<file path="src/rtl/fetch_pkg.sv">
// fetch_pkg: shared definitions for the instruction-fetch stage.
//   fetch_state_e : fetch FSM states (RUN / HALT / FAULT)
//   INSTR_BYTES   : bytes per instruction word (defines PC alignment)
//   PC_INC        : sequential PC step
package fetch_pkg;

    typedef enum logic [1:0] {
        FS_RUN   = 2'd0,
        FS_HALT  = 2'd1,
        FS_FAULT = 2'd2
    } fetch_state_e;

    localparam int INSTR_BYTES = 4;
    localparam int PC_INC      = 4;

endpackage

</file>
<file path="src/rtl/fetch_out_reg.sv">
// fetch_out_reg: valid/ready output register between fetch and decode.
// Ports:
//   clk, rst         : clock, synchronous active-high reset
//   i_load           : capture i_instr/i_pc and mark valid
//   i_flush          : drop the held entry (wins over i_load)
//   i_ready          : downstream accepts the held entry this cycle
//   i_instr, i_pc    : instruction and its address to capture
//   o_valid, o_instr, o_pc : registered output toward decode
module fetch_out_reg
    import fetch_pkg::*;
#(
    parameter int ADDRESS_WIDTH = 32,
    parameter int DATA_WIDTH    = 32
) (
    input  logic                     clk,
    input  logic                     rst,
    input  logic                     i_load,
    input  logic                     i_flush,
    input  logic                     i_ready,
    input  logic [DATA_WIDTH-1:0]    i_instr,
    input  logic [ADDRESS_WIDTH-1:0] i_pc,
    output logic                     o_valid,
    output logic [DATA_WIDTH-1:0]    o_instr,
    output logic [ADDRESS_WIDTH-1:0] o_pc
);

    logic                     r_valid;
    logic [DATA_WIDTH-1:0]    r_instr;
    logic [ADDRESS_WIDTH-1:0] r_pc;

    always_ff @(posedge clk) begin
        if (rst) begin
            r_valid <= 1'b0;
            r_instr <= '0;
            r_pc    <= '0;
        end else if (i_flush) begin
            r_valid <= 1'b0;
        end else if (i_load) begin
            r_valid <= 1'b1;
            r_instr <= i_instr;
            r_pc    <= i_pc;
        end else if (r_valid && i_ready) begin
            // Accepted with nothing new behind it (halt drain): go empty.
            r_valid <= 1'b0;
        end
    end

    assign o_valid = r_valid;
    assign o_instr = r_instr;
    assign o_pc    = r_pc;

endmodule

</file>
<file path="src/rtl/fetch_unit.sv">
// fetch_unit: instruction-fetch stage. Owns the PC, addresses a combinational
// instruction memory and registers the fetched word toward decode.
// Optional feature macro: FETCH_MISALIGN_TRAP_EN (misaligned redirect -> FAULT).
// Ports:
//   clk, rst                        : clock, synchronous active-high reset
//   imem_addr / imem_data           : instruction memory address (= PC) / data
//   redirect_valid, redirect_target : branch/jump redirect
//   halt_req                        : stop fetching
//   out_valid/out_ready/out_instr/out_pc : output handshake to decode
//   halted, misalign                : status (misalign sticky, macro only)
//   fetch_count                     : instructions accepted by decode
module fetch_unit
    import fetch_pkg::*;
#(
    parameter int                         ADDRESS_WIDTH = 32,
    parameter int                         DATA_WIDTH    = 32,
    parameter logic [ADDRESS_WIDTH-1:0]   RESET_PC      = '0
) (
    input  logic                     clk,
    input  logic                     rst,
    output logic [ADDRESS_WIDTH-1:0] imem_addr,
    input  logic [DATA_WIDTH-1:0]    imem_data,
    input  logic                     redirect_valid,
    input  logic [ADDRESS_WIDTH-1:0] redirect_target,
    input  logic                     halt_req,
    output logic                     out_valid,
    input  logic                     out_ready,
    output logic [DATA_WIDTH-1:0]    out_instr,
    output logic [ADDRESS_WIDTH-1:0] out_pc,
    output logic                     halted,
    output logic                     misalign,
    output logic [31:0]              fetch_count
);

    localparam logic [ADDRESS_WIDTH-1:0] ALIGN_MASK = ADDRESS_WIDTH'(INSTR_BYTES - 1);

    fetch_state_e             r_state;
    logic [ADDRESS_WIDTH-1:0] r_pc;
    logic [31:0]              r_fetch_count;

    logic                     w_redirect;
    logic                     w_fault_now;
    logic                     w_load;
    logic                     w_accept;
    logic [ADDRESS_WIDTH-1:0] w_target;

    assign w_accept   = out_valid && out_ready;
    // FAULT ignores redirects; only reset leaves it.
    assign w_redirect = redirect_valid && (r_state != FS_FAULT);

`ifdef FETCH_MISALIGN_TRAP_EN
    // Keep the raw target so the offending address is visible in the PC.
    assign w_target    = redirect_target;
    assign w_fault_now = w_redirect && ((redirect_target & ALIGN_MASK) != '0);
`else
    assign w_target    = redirect_target & ~ALIGN_MASK;
    assign w_fault_now = 1'b0;
`endif

    // Capture only in RUN with no redirect/halt and the output slot free.
    assign w_load = (r_state == FS_RUN) && !redirect_valid && !halt_req &&
                    (!out_valid || out_ready);

    always_ff @(posedge clk) begin
        if (rst) begin
            r_state       <= FS_RUN;
            r_pc          <= RESET_PC;
            r_fetch_count <= '0;
        end else begin
            // Counted even on a redirect cycle: the entry was taken before the flush.
            if (w_accept)
                r_fetch_count <= r_fetch_count + 32'd1;

            if (w_redirect) begin
                r_pc    <= w_target;
                r_state <= w_fault_now ? FS_FAULT : FS_RUN;
            end else if (r_state == FS_RUN && halt_req) begin
                r_state <= FS_HALT;
            end else if (w_load) begin
                r_pc <= r_pc + ADDRESS_WIDTH'(PC_INC);  // wraps silently
            end
        end
    end

`ifdef FETCH_MISALIGN_TRAP_EN
    logic r_misalign;

    always_ff @(posedge clk) begin
        if (rst)
            r_misalign <= 1'b0;
        else if (w_fault_now)
            r_misalign <= 1'b1;
    end

    assign misalign = r_misalign;
`else
    assign misalign = 1'b0;
`endif

    fetch_out_reg #(
        .ADDRESS_WIDTH (ADDRESS_WIDTH),
        .DATA_WIDTH    (DATA_WIDTH)
    ) u_out_reg (
        .clk     (clk),
        .rst     (rst),
        .i_load  (w_load),
        .i_flush (w_redirect),
        .i_ready (out_ready),
        .i_instr (imem_data),
        .i_pc    (r_pc),
        .o_valid (out_valid),
        .o_instr (out_instr),
        .o_pc    (out_pc)
    );

    assign imem_addr   = r_pc;
    assign halted      = (r_state != FS_RUN);
    assign fetch_count = r_fetch_count;

endmodule

</file>
<file path="config.mk">
export PLATFORM = sky130hd
export DESIGN_NAME = fetch_unit
export DESIGN_NICKNAME = d
export VERILOG_FILES = /design/src/rtl/fetch_pkg.sv /design/src/rtl/fetch_out_reg.sv /design/src/rtl/fetch_unit.sv
export SDC_FILE = /design/constraint.sdc
export NUM_CORES = 1
export LEC_CHECK = 0
export BUFFER_PORTS_ARGS = -buffer_cell sky130_fd_sc_hd__buf_2
export CORE_UTILIZATION = 25
export CTS_CLUSTER_SIZE = 28
export DETAILED_ROUTE_END_ITERATION = 10
export PLACE_DENSITY = 0.5
export SETUP_SLACK_MARGIN = 0.1
export SLEW_MARGIN = 40
export SYNTH_ARGS = -nofsm -noshare
export SYNTH_HDL_FRONTEND = slang
export SYNTH_SLANG_ARGS = --single-unit
</file>
<file path="constraint.sdc">
create_clock -name clk -period 2 [get_ports clk]
set_input_delay 0.3 -clock clk [delete_from_list [all_inputs] [get_ports clk]]
set_output_delay 0.3 -clock clk [all_outputs]
set_load 0.005 [all_outputs]
</file>
==> results of run 1 <==
## power by group
part	total (mW)	leakage, nW	switching [mW]	internal [mW]
registers	2.68	1.03	0.0731	2.61
clock network	3.36	0.310	1.18	2.18
logic	0.644	2.11	0.333	0.311
## metrics by stage
stage | std cells | hold WS [ns] | setup slack (ns) | power [mW] | area [µm²]
final | 1172 | 0.118 | 0.215 | 6.69 | 8090
after global routing | 1170 | 0.107 | 0.101 | 6.98 | 8080
after CTS | 1166 | 0.0949 | 0.132 | 6.78 | 8020
after detailed placement | 1132 | 0.474 | 0.0950 | 3.38 | 7370
after global placement | 1132 | 0.465 | 0.107 | 3.38 | 7370
after floorplan | 650 | 0.447 | 0.126 | 3.06 | 5800
## logic make-up after synthesis
group,Yosys count,synth area share
other,1,0.000648
flip-flops,126,0.436
AND/OR/NAND/NOR,274,0.255
buffers and inverters,65,0.0502
AO/OA/AOI/OAI,98,0.119
adder cells (fa/ha/maj),2,0.00433
XOR/XNOR,17,0.0257
multiplexers,63,0.109
## flip-flops by register name, summed over array words and instances (netlist names)
register	count
r_state	1
fetch_count	32
imem_addr	30
u_out_reg.o_valid	1
u_out_reg.o_instr	32
u_out_reg.o_pc	30
## critical path, cell delays in order, from the launching register on
cell	delay [ns]
dfxtp_2	0.39
and4_1	0.24
nand4_1	0.14
buf_4	0.19
or4_1	0.49
a311oi_1	0.24
## repair_timing
item	CTS	global route
gates cloned	0	1
gates resized for setup	0	10
setup endpoints to repair	1	18
buffers inserted	2	2
pin swaps	0	1
## routing by layer
layer / global-route usage / wire (µm) / vias up
met2: 0.244 / 8510 / 148
met5: 0 / 8 / -
met1: 0.201 / 8560 / 2649
met4: 0.0495 / 174 / 2
met3: 0.0465 / 1090 / 11
li1: - / - / 2856
## Yosys cell counts, types with 3 or more instances
cell      count  area share
a211oi_1     10       0.013
a21oi_1      22       0.019
a311oi_1      8       0.012
a32oi_1       5      0.0076
and2_1        7      0.0076
and3_1       14       0.015
and4_1       12       0.018
buf_2         9      0.0078
buf_4         5      0.0065
clkbuf_1     39       0.025
dfxtp_1     126        0.44
inv_1         7      0.0045
mux2i_1      63        0.11
nand2_1      27       0.018
nand3_1      27       0.023
nand4_1      28       0.030
nor2_1       93       0.060
nor3_1        7      0.0061
nor4_1        9      0.0097
nor4b_1       3      0.0045
o21ai_0      10      0.0087
o31ai_1      30       0.039
o41ai_1       3      0.0045
or3_1         5      0.0054
or4_1        29       0.038
xnor2_1       6      0.0091
xor2_1       11       0.017
## cell type report
type / count / share of cell area
well taps: 285 / 0.0441
inverters: 7 / 0.00325
repair buffers: 260 / 0.189
flip-flops and latches: 126 / 0.313
diodes: 3 / 0.000928
clock inverters: 10 / 0.0198
multi-input cells: 459 / 0.372
clock buffers: 22 / 0.0586
## how the worst min path moves through the flow
stage / endpoint / slack (ns) / depth (start not counted)
2_1_floorplan: u_out_reg.o_instr[0]$_SDFFE_PP0P_ / 0.45 / 2
3_3_place_gp: fetch_count[31]$_SDFFE_PP0P_ / 0.46 / 2
3_5_place_dp: fetch_count[31]$_SDFFE_PP0P_ / 0.47 / 2
4_1_cts: u_out_reg.o_instr[18]$_SDFFE_PP0P_ / 0.09 / 3
5_1_grt: u_out_reg.o_instr[21]$_SDFFE_PP0P_ / 0.11 / 3
6_report: u_out_reg.o_instr[2]$_SDFFE_PP0P_ / 0.12 / 3
## cell usage in the layout, fill, tap and decap left out, drive strengths merged, types with 6 or more instances in the layout
cell,count
xnor2,6
nor4,9
xor2,11
inv,7
and3,14
nand2,27
and4,12
a311oi,8
nor2,93
a211oi,10
or3,6
nor3,7
a21oi,22
or4,29
nand4,29
o21ai,10
nand3,27
dfxtp,126
mux2i,63
o31ai,30
buf,259
and2,7
clkbuf,23
==> qor.yml, run 1 <==
run_status: "finished, final reports clean"
critPathLaunchType: "register"
power_density_nw_per_um2: 827
multi_input_comb_area_um2: 3010
timing.final.max_slew_violations: 0
clkSlewWorstSetupHoldPaths_ns: 0.06
arrival_ns: 2.11
static-leakage-power_nw: 3.44
hold_buffers: 0
worst_ep_required_time_ns: 2.33
yosysWarningCount: 0
synth.ff_latch_count: 126
place_hpwl_um: 13000
grt_first_pass_wirelength_um: 29100
endpoint_kind: "register"
timing_worst_setup_path_type: "register to register"
clock_sink_count: 126
max_slew_margin: 0.591
maxCapViolations: 0
ctsLongestPathBuffers: 2
ff_latch_area_um2: 2530
unrepaired_setup_endpoints_after_global_routing: "no"
die_area_um2: 23700
finalSetupViolations: 0
post_route_cells_drive_above_1_share: 0.346
critPathLaunch: "imem_addr[12]$_SDFFE_PP0P_"
die_boundary_width_um: 154
largest_net_degree_at_the_start_of_global_routing: 56
post_drt_wl_per_cell_um: 15.7
setup-tns-final_ns: 0
worst_skew_late_latency_ns: 0.42
initial_core_util: 0.255
number_of_antenna_violations_at_the_first_check_in_global_routing: 4
r2r.worst_path.cells: 5
worst-r2r-setup-slack_ns: 0.21
min-delay-start: "imem_data[2]"
final_core_occ: 0.357
synth_cells: 646
filler_cell_count: 2358
synth-edff-count: 0
finalNetCount: 942
syn_area_um2: 5780
rows: 55
detail_route.vias_per_cell: 4.83
grt_remaining_overflow: 0
drt_pass1_iterations: 4
htree_levels: 4
grt_pass1_vias: 5334
detail_route.drc_violations: 0
standard_cell_core_area_um2: 22600
total_grt_usage: 0.155
number_of_vias_after_detailed_routing: 5666
synth_sequential_area_ratio: 0.436
chipHeight_um: 154
min_period_over_period: 0.893
rr_startpoint: "imem_addr[12]$_SDFFE_PP0P_"
yosys_most_used_dff: "dfxtp_1"
synth_cell_type_count: 48
final.setup_skew_ns: 0.0131
cts_made_buffers: 17
timing.hold.worst.class: "primary input to register"
ctsRootBufferMaster: "clkbuf_16"
placer_s_final_routability_congestion_estimate: 0.791
aggregate_routed_wire_length_um: 18300
drt.antenna.violating_nets: 0
timing_worst_slew_pin_value_ns: 0.614
port-buffer-count: 192
flow.area_growth_from_synthesis_pct: 39.9
max_clk_rate_ghz: 0.560
crit_path_max_fanout: 6
final_hold_viol_count: 0
peakVddDrop_mv: 0.486
syn_area_per_cell_um2: 8.95
initialDrtViolationCount: 309
crit_end: "imem_addr[17]$_SDFFE_PP0P_"
worst_r2r_endpoint: "imem_addr[17]$_SDFFE_PP0P_"
tritoncts: "done"
floorplan.io_pins: 200
finalWorstPathRequiredPeriod_ns: 1.79
postSynth.asyncResetShare: 0
(Power assumes the default switching activity.)
==> run 2, diff against run 1 <==
PLACE_DENSITY = 0.49   (was 0.5)
clock period = 2.1 ns   (was 2 ns; I/O delays follow)
==> qor.yml, run 2 (same netlist as run 1, synthesis figures left out) <==
maxCapViolations: 0
place_hpwl_um: 12800
timing_worst_setup_path_type: "register to register"
critPathLaunchType: "register"
port-buffer-count: 192
standard_cell_core_area_um2: 22600
max_clk_rate_ghz: 0.531
tritoncts: "done"
final.setup_skew_ns: 0.00742
total_grt_usage: 0.152
drt.antenna.violating_nets: 0
grt_remaining_overflow: 0
floorplan.io_pins: 200
clkSlewWorstSetupHoldPaths_ns: 0.06
p_total_mw: 6.13
largest_net_degree_at_the_start_of_global_routing: 56
ctsLongestPathBuffers: 2
initialDrtViolationCount: 284
static-leakage-power_nw: 3.32
cts_made_buffers: 17
drt_pass1_iterations: 4
hold_buffers: 0
worst_ep_required_time_ns: 2.43
htree_levels: 4
chipHeight_um: 154
aggregate_routed_wire_length_um: 18100
peakVddDrop_mv: 0.455
flow.area_growth_from_synthesis_pct: 36.1
die_boundary_width_um: 154
setup-tns-final_ns: 0
crit_path_max_fanout: 7
final_common_cell: "buf_2"
rows: 55
detail_route.drc_violations: 0
timing_worst_slew_pin_value_ns: 0.578
final_cell_mix: "buf_2, dfxtp_1, nor2_1"
final_hold_viol_count: 0
endpoint_kind: "register"
arrival_ns: 2.21
max_slew_margin: 0.615
grt_first_pass_wirelength_um: 28300
ctsRootBufferMaster: "clkbuf_16"
placer_s_final_routability_congestion_estimate: 0.760
detail_route.vias_per_cell: 4.83
power_density_nw_per_um2: 779
worst_skew_late_latency_ns: 0.42
clock_sink_count: 126
finalSetupViolations: 0
finalNetCount: 925
run_status: "finished, final reports clean"
antenna-diode-count: 0
number_of_antenna_violations_at_the_first_check_in_global_routing: 1
post_route_cells_drive_above_1_share: 0.329
min_period_over_period: 0.897
die_area_um2: 23700
timing.hold.worst.class: "primary input to register"
initial_core_util: 0.255
unrepaired_setup_endpoints_after_global_routing: "no"
timing.final.max_slew_violations: 0
post_drt_wl_per_cell_um: 15.8
number_of_vias_after_detailed_routing: 5561
finalWorstPathRequiredPeriod_ns: 1.88
grt_pass1_vias: 5217
[run 2: changes by cell type in the layout (fill, tap and decap cells not counted), moves of 2 or more]
cell,before,now
clkbuf_8,3,1
buf_4,65,50
dfxtp_1,120,124
clkinv_4,2,0
clkinv_2,3,5
diode_2,3,0
dfxtp_2,6,2
clkinvlp_4,1,4
[run 2: metal layers]
metal | GRT usage | wire length, µm | up-vias
met5 | 0 | 11 | -
met4 | 0.0500 | 204 | 2
met3 | 0.0443 | 1220 | 17
met2 | 0.239 | 8360 | 160
met1 | 0.199 | 8340 | 2573
li1 | - | - | 2809
[run 2: final timing paths]
path | depth (start not counted) | slack, ns | end | startpoint
setup reg to reg | 5 | 0.22 | imem_addr[15]$_SDFFE_PP0P_ | imem_addr[10]$_SDFFE_PP0P_
hold / removal | 3 | 0.13 | u_out_reg.o_instr[0]$_SDFFE_PP0P_ | imem_data[0]
setup / recovery | 5 | 0.22 | imem_addr[15]$_SDFFE_PP0P_ | imem_addr[10]$_SDFFE_PP0P_
hold reg to reg | 2 | 0.48 | fetch_count[31]$_SDFFE_PP0P_ | fetch_count[31]$_SDFFE_PP0P_
[run 2: final cells by class]
type | instances | area [µm²]
tap | 285 | 357
clock buffer | 19 | 443
sequential | 126 | 2520
fill | 2381 | 14800
inverter | 7 | 26.3
clock inverter | 12 | 145
timing repair buffer | 243 | 1370
multi-input combinational | 459 | 3000
[run 2: report_power, final]
part	internal, mW	switching, mW	total [mW]
Combinational	0.274	0.302	0.576
Sequential	2.49	0.0778	2.56
Clock	1.88	1.12	2.99
Total	4.64	1.50	6.13
[run 2: per-stage QoR]
step | std cells | worst slack (ns) | utilization | area (µm²) | hold WS, ns
after floorplan | 650 | 0.226 | - | 5800 | 0.462
final | 1151 | 0.216 | 0.348 | 7870 | 0.130
after global routing | 1151 | 0.0984 | 0.348 | 7870 | 0.121
after detailed placement | 1119 | 0.132 | 0.321 | 7260 | 0.471
after global placement | 1119 | 0.160 | 0.321 | 7260 | 0.467
after CTS | 1150 | 0.151 | 0.347 | 7850 | 0.112
[run 2: worst max-delay path: stages, from the launching register on]
cell	delay (ns)
dfxtp_1	0.41
and4_1	0.30
nand4_1	0.27
buf_4	0.23
or3_1	0.34
a311oi_1	0.25
[run 2: repair_timing]
| item | 4_1_cts | 5_1_grt |
|---|---|---|
| gates resized for setup | 0 | 6 |
| buffers inserted | 0 | 1 |
| endpoints found under the setup margin | 0 | 10 |
==> run 3, diff against run 2 <==
CORE_UTILIZATION = 50   (was 25)
PLACE_DENSITY = 0.83   (was 0.49)
RECOVER_POWER = 25   (was default)
==> qor.yml, run 3 (same netlist as run 1, synthesis figures left out) <==
post_route_cells_drive_above_1_share: 0.282
timing_worst_slew_pin_value_ns: 0.713
grtUsageMet3: 0.0723
power_frac_comb: 0.088
die_boundary_width_um: 110
final_cell_mix: "buf_2, dfxtp_1, nor2_1"
power_frac_clock: 0.500
finalNetCount: 914
final_common_cell: "buf_2"
postLayoutCellArea_um2: 7610
setup-tns-final_ns: 0
final.setup_skew_ns: 0.00819
largest_net_degree_at_the_start_of_global_routing: 58
chipHeight_um: 110
netSwitchingPower_mw: 1.45
die_area_um2: 12000
grt_remaining_overflow: 0
initial_core_util: 0.524
clkSlewWorstSetupHoldPaths_ns: 0.06
power.switching_fraction: 0.231
ctsLongestPathBuffers: 2
placed_instance_area_um2: 6970
final_core_occ: 0.690
antenna-diode-count: 0
initialDrtViolationCount: 546
rr_startpoint: "imem_addr[12]$_SDFFE_PP0P_"
finalSetupViolations: 0
aggregate_routed_wire_length_um: 17200
place_hpwl_um: 11700
floorplan.io_pins: 200
min-delay-start: "imem_data[25]"
internal-power_mw: 4.82
min_period_over_period: 0.959
p_total_mw: 6.27
placer_s_final_routability_congestion_estimate: 0.868
number_of_vias_after_detailed_routing: 5948
hold_buffers: 0
unrepaired_setup_endpoints_after_global_routing: "yes"
arrival_ns: 2.30
final_hold_viol_count: 0
critPathLaunch: "imem_addr[12]$_SDFFE_PP0P_"
detail_route.vias_per_cell: 5.97
htree_levels: 4
timing.hold.ws_ns: 0.131
post_drt_wl_per_cell_um: 17.3
peakVddDrop_mv: 0.608
rows: 38
worst-r2r-setup-slack_ns: 0.09
drt.antenna.violating_nets: 0
max_clk_rate_ghz: 0.496
drt_pass1_iterations: 5
port-buffer-count: 192
gr-usage-met1: 0.348
clock_sink_count: 126
timing_worst_setup_path_type: "register to register"
total_grt_usage: 0.285
standard_cell_core_area_um2: 11000
grt_first_pass_wirelength_um: 26300
finalWorstPathRequiredPeriod_ns: 2.01
critPathLaunchType: "register"
max_slew_margin: 0.524
run_status: "finished, final reports clean"
grt_util_met2: 0.463
grt_most_used_layer: "met2"
cts_made_buffers: 17
timing.final.max_slew_violations: 0
worst_skew_late_latency_ns: 0.42
ctsRootBufferMaster: "clkbuf_16"
number_of_antenna_violations_at_the_first_check_in_global_routing: 0
grt_pass1_vias: 5521
flow.area_growth_from_synthesis_pct: 31.7
worst_ep_required_time_ns: 2.38
timing.hold.worst.class: "primary input to register"
tritoncts: "done"
detail_route.drc_violations: 0
static-leakage-power_nw: 3.15
power_frac_seq: 0.412
crit_path_max_fanout: 7
power_density_nw_per_um2: 824
endpoint_kind: "register"
maxCapViolations: 0
## run 3: cell count changes in the layout (fill, tap and decap cells not counted), sizes merged
cell and delta:
buf -44, bufinv +1, clkbuf +35, clkinvlp -3, or3 +1
## run 3: path summary, 6_finish.rpt
path / end / cells past startpoint
max: imem_addr[31]$_SDFFE_PP0P_ / 5
max reg2reg: imem_addr[31]$_SDFFE_PP0P_ / 5
min: u_out_reg.o_instr[25]$_SDFFE_PP0P_ / 3
min reg2reg: u_out_reg.o_pc[4]$_SDFFE_PP0P_ / 2
## run 3: stage by stage
step	cells	setup WS, ns
after floorplan	650	0.226
after global placement	960	0.209
after detailed placement	960	0.0892
after CTS	994	0.129
after global routing	996	0.0734
final	996	0.0859
## run 3: power groups by stage
stage               Combinational, mW  Sequential (mW)  Clock (mW)
finish                          0.553             2.58        3.14
detailed placement              0.551             2.62           0
floorplan                       0.289             2.62           0
CTS                             0.556             2.58        3.17
global placement                0.533             2.62           0
global route                    0.606             2.59        3.27
## run 3: worst max-delay path: stages (launching register included)
cell	delay, ns
dfxtp_1	0.44
nand4_2	0.15
or4_1	0.61
buf_4	0.20
nor4_1	0.36
a211oi_1	0.11
## run 3: area by class of cell
class	instances	area, µm²
clock buffer	22	474
sequential	126	2520
fill	881	3420
tap	140	175
inverter	7	26.3
timing repair buffer	231	1240
multi-input combinational	460	3020
clock inverter	10	160
## run 3: metal layers
metal  part of all wire  up-vias
met4              0.033        0
li1                   -     2784
met5                  0        -
met1               0.41     2772
met2               0.47      327
met3              0.085       65
## run 3: what timing repair did
action / CTS / global route
setup endpoints to repair: 2 / 15
cloned: 0 / 1
pin swaps: 1 / 2
buffers inserted: 2 / 1
gates resized for setup: 0 / 7
endpoints found under the hold margin: 0 / 0
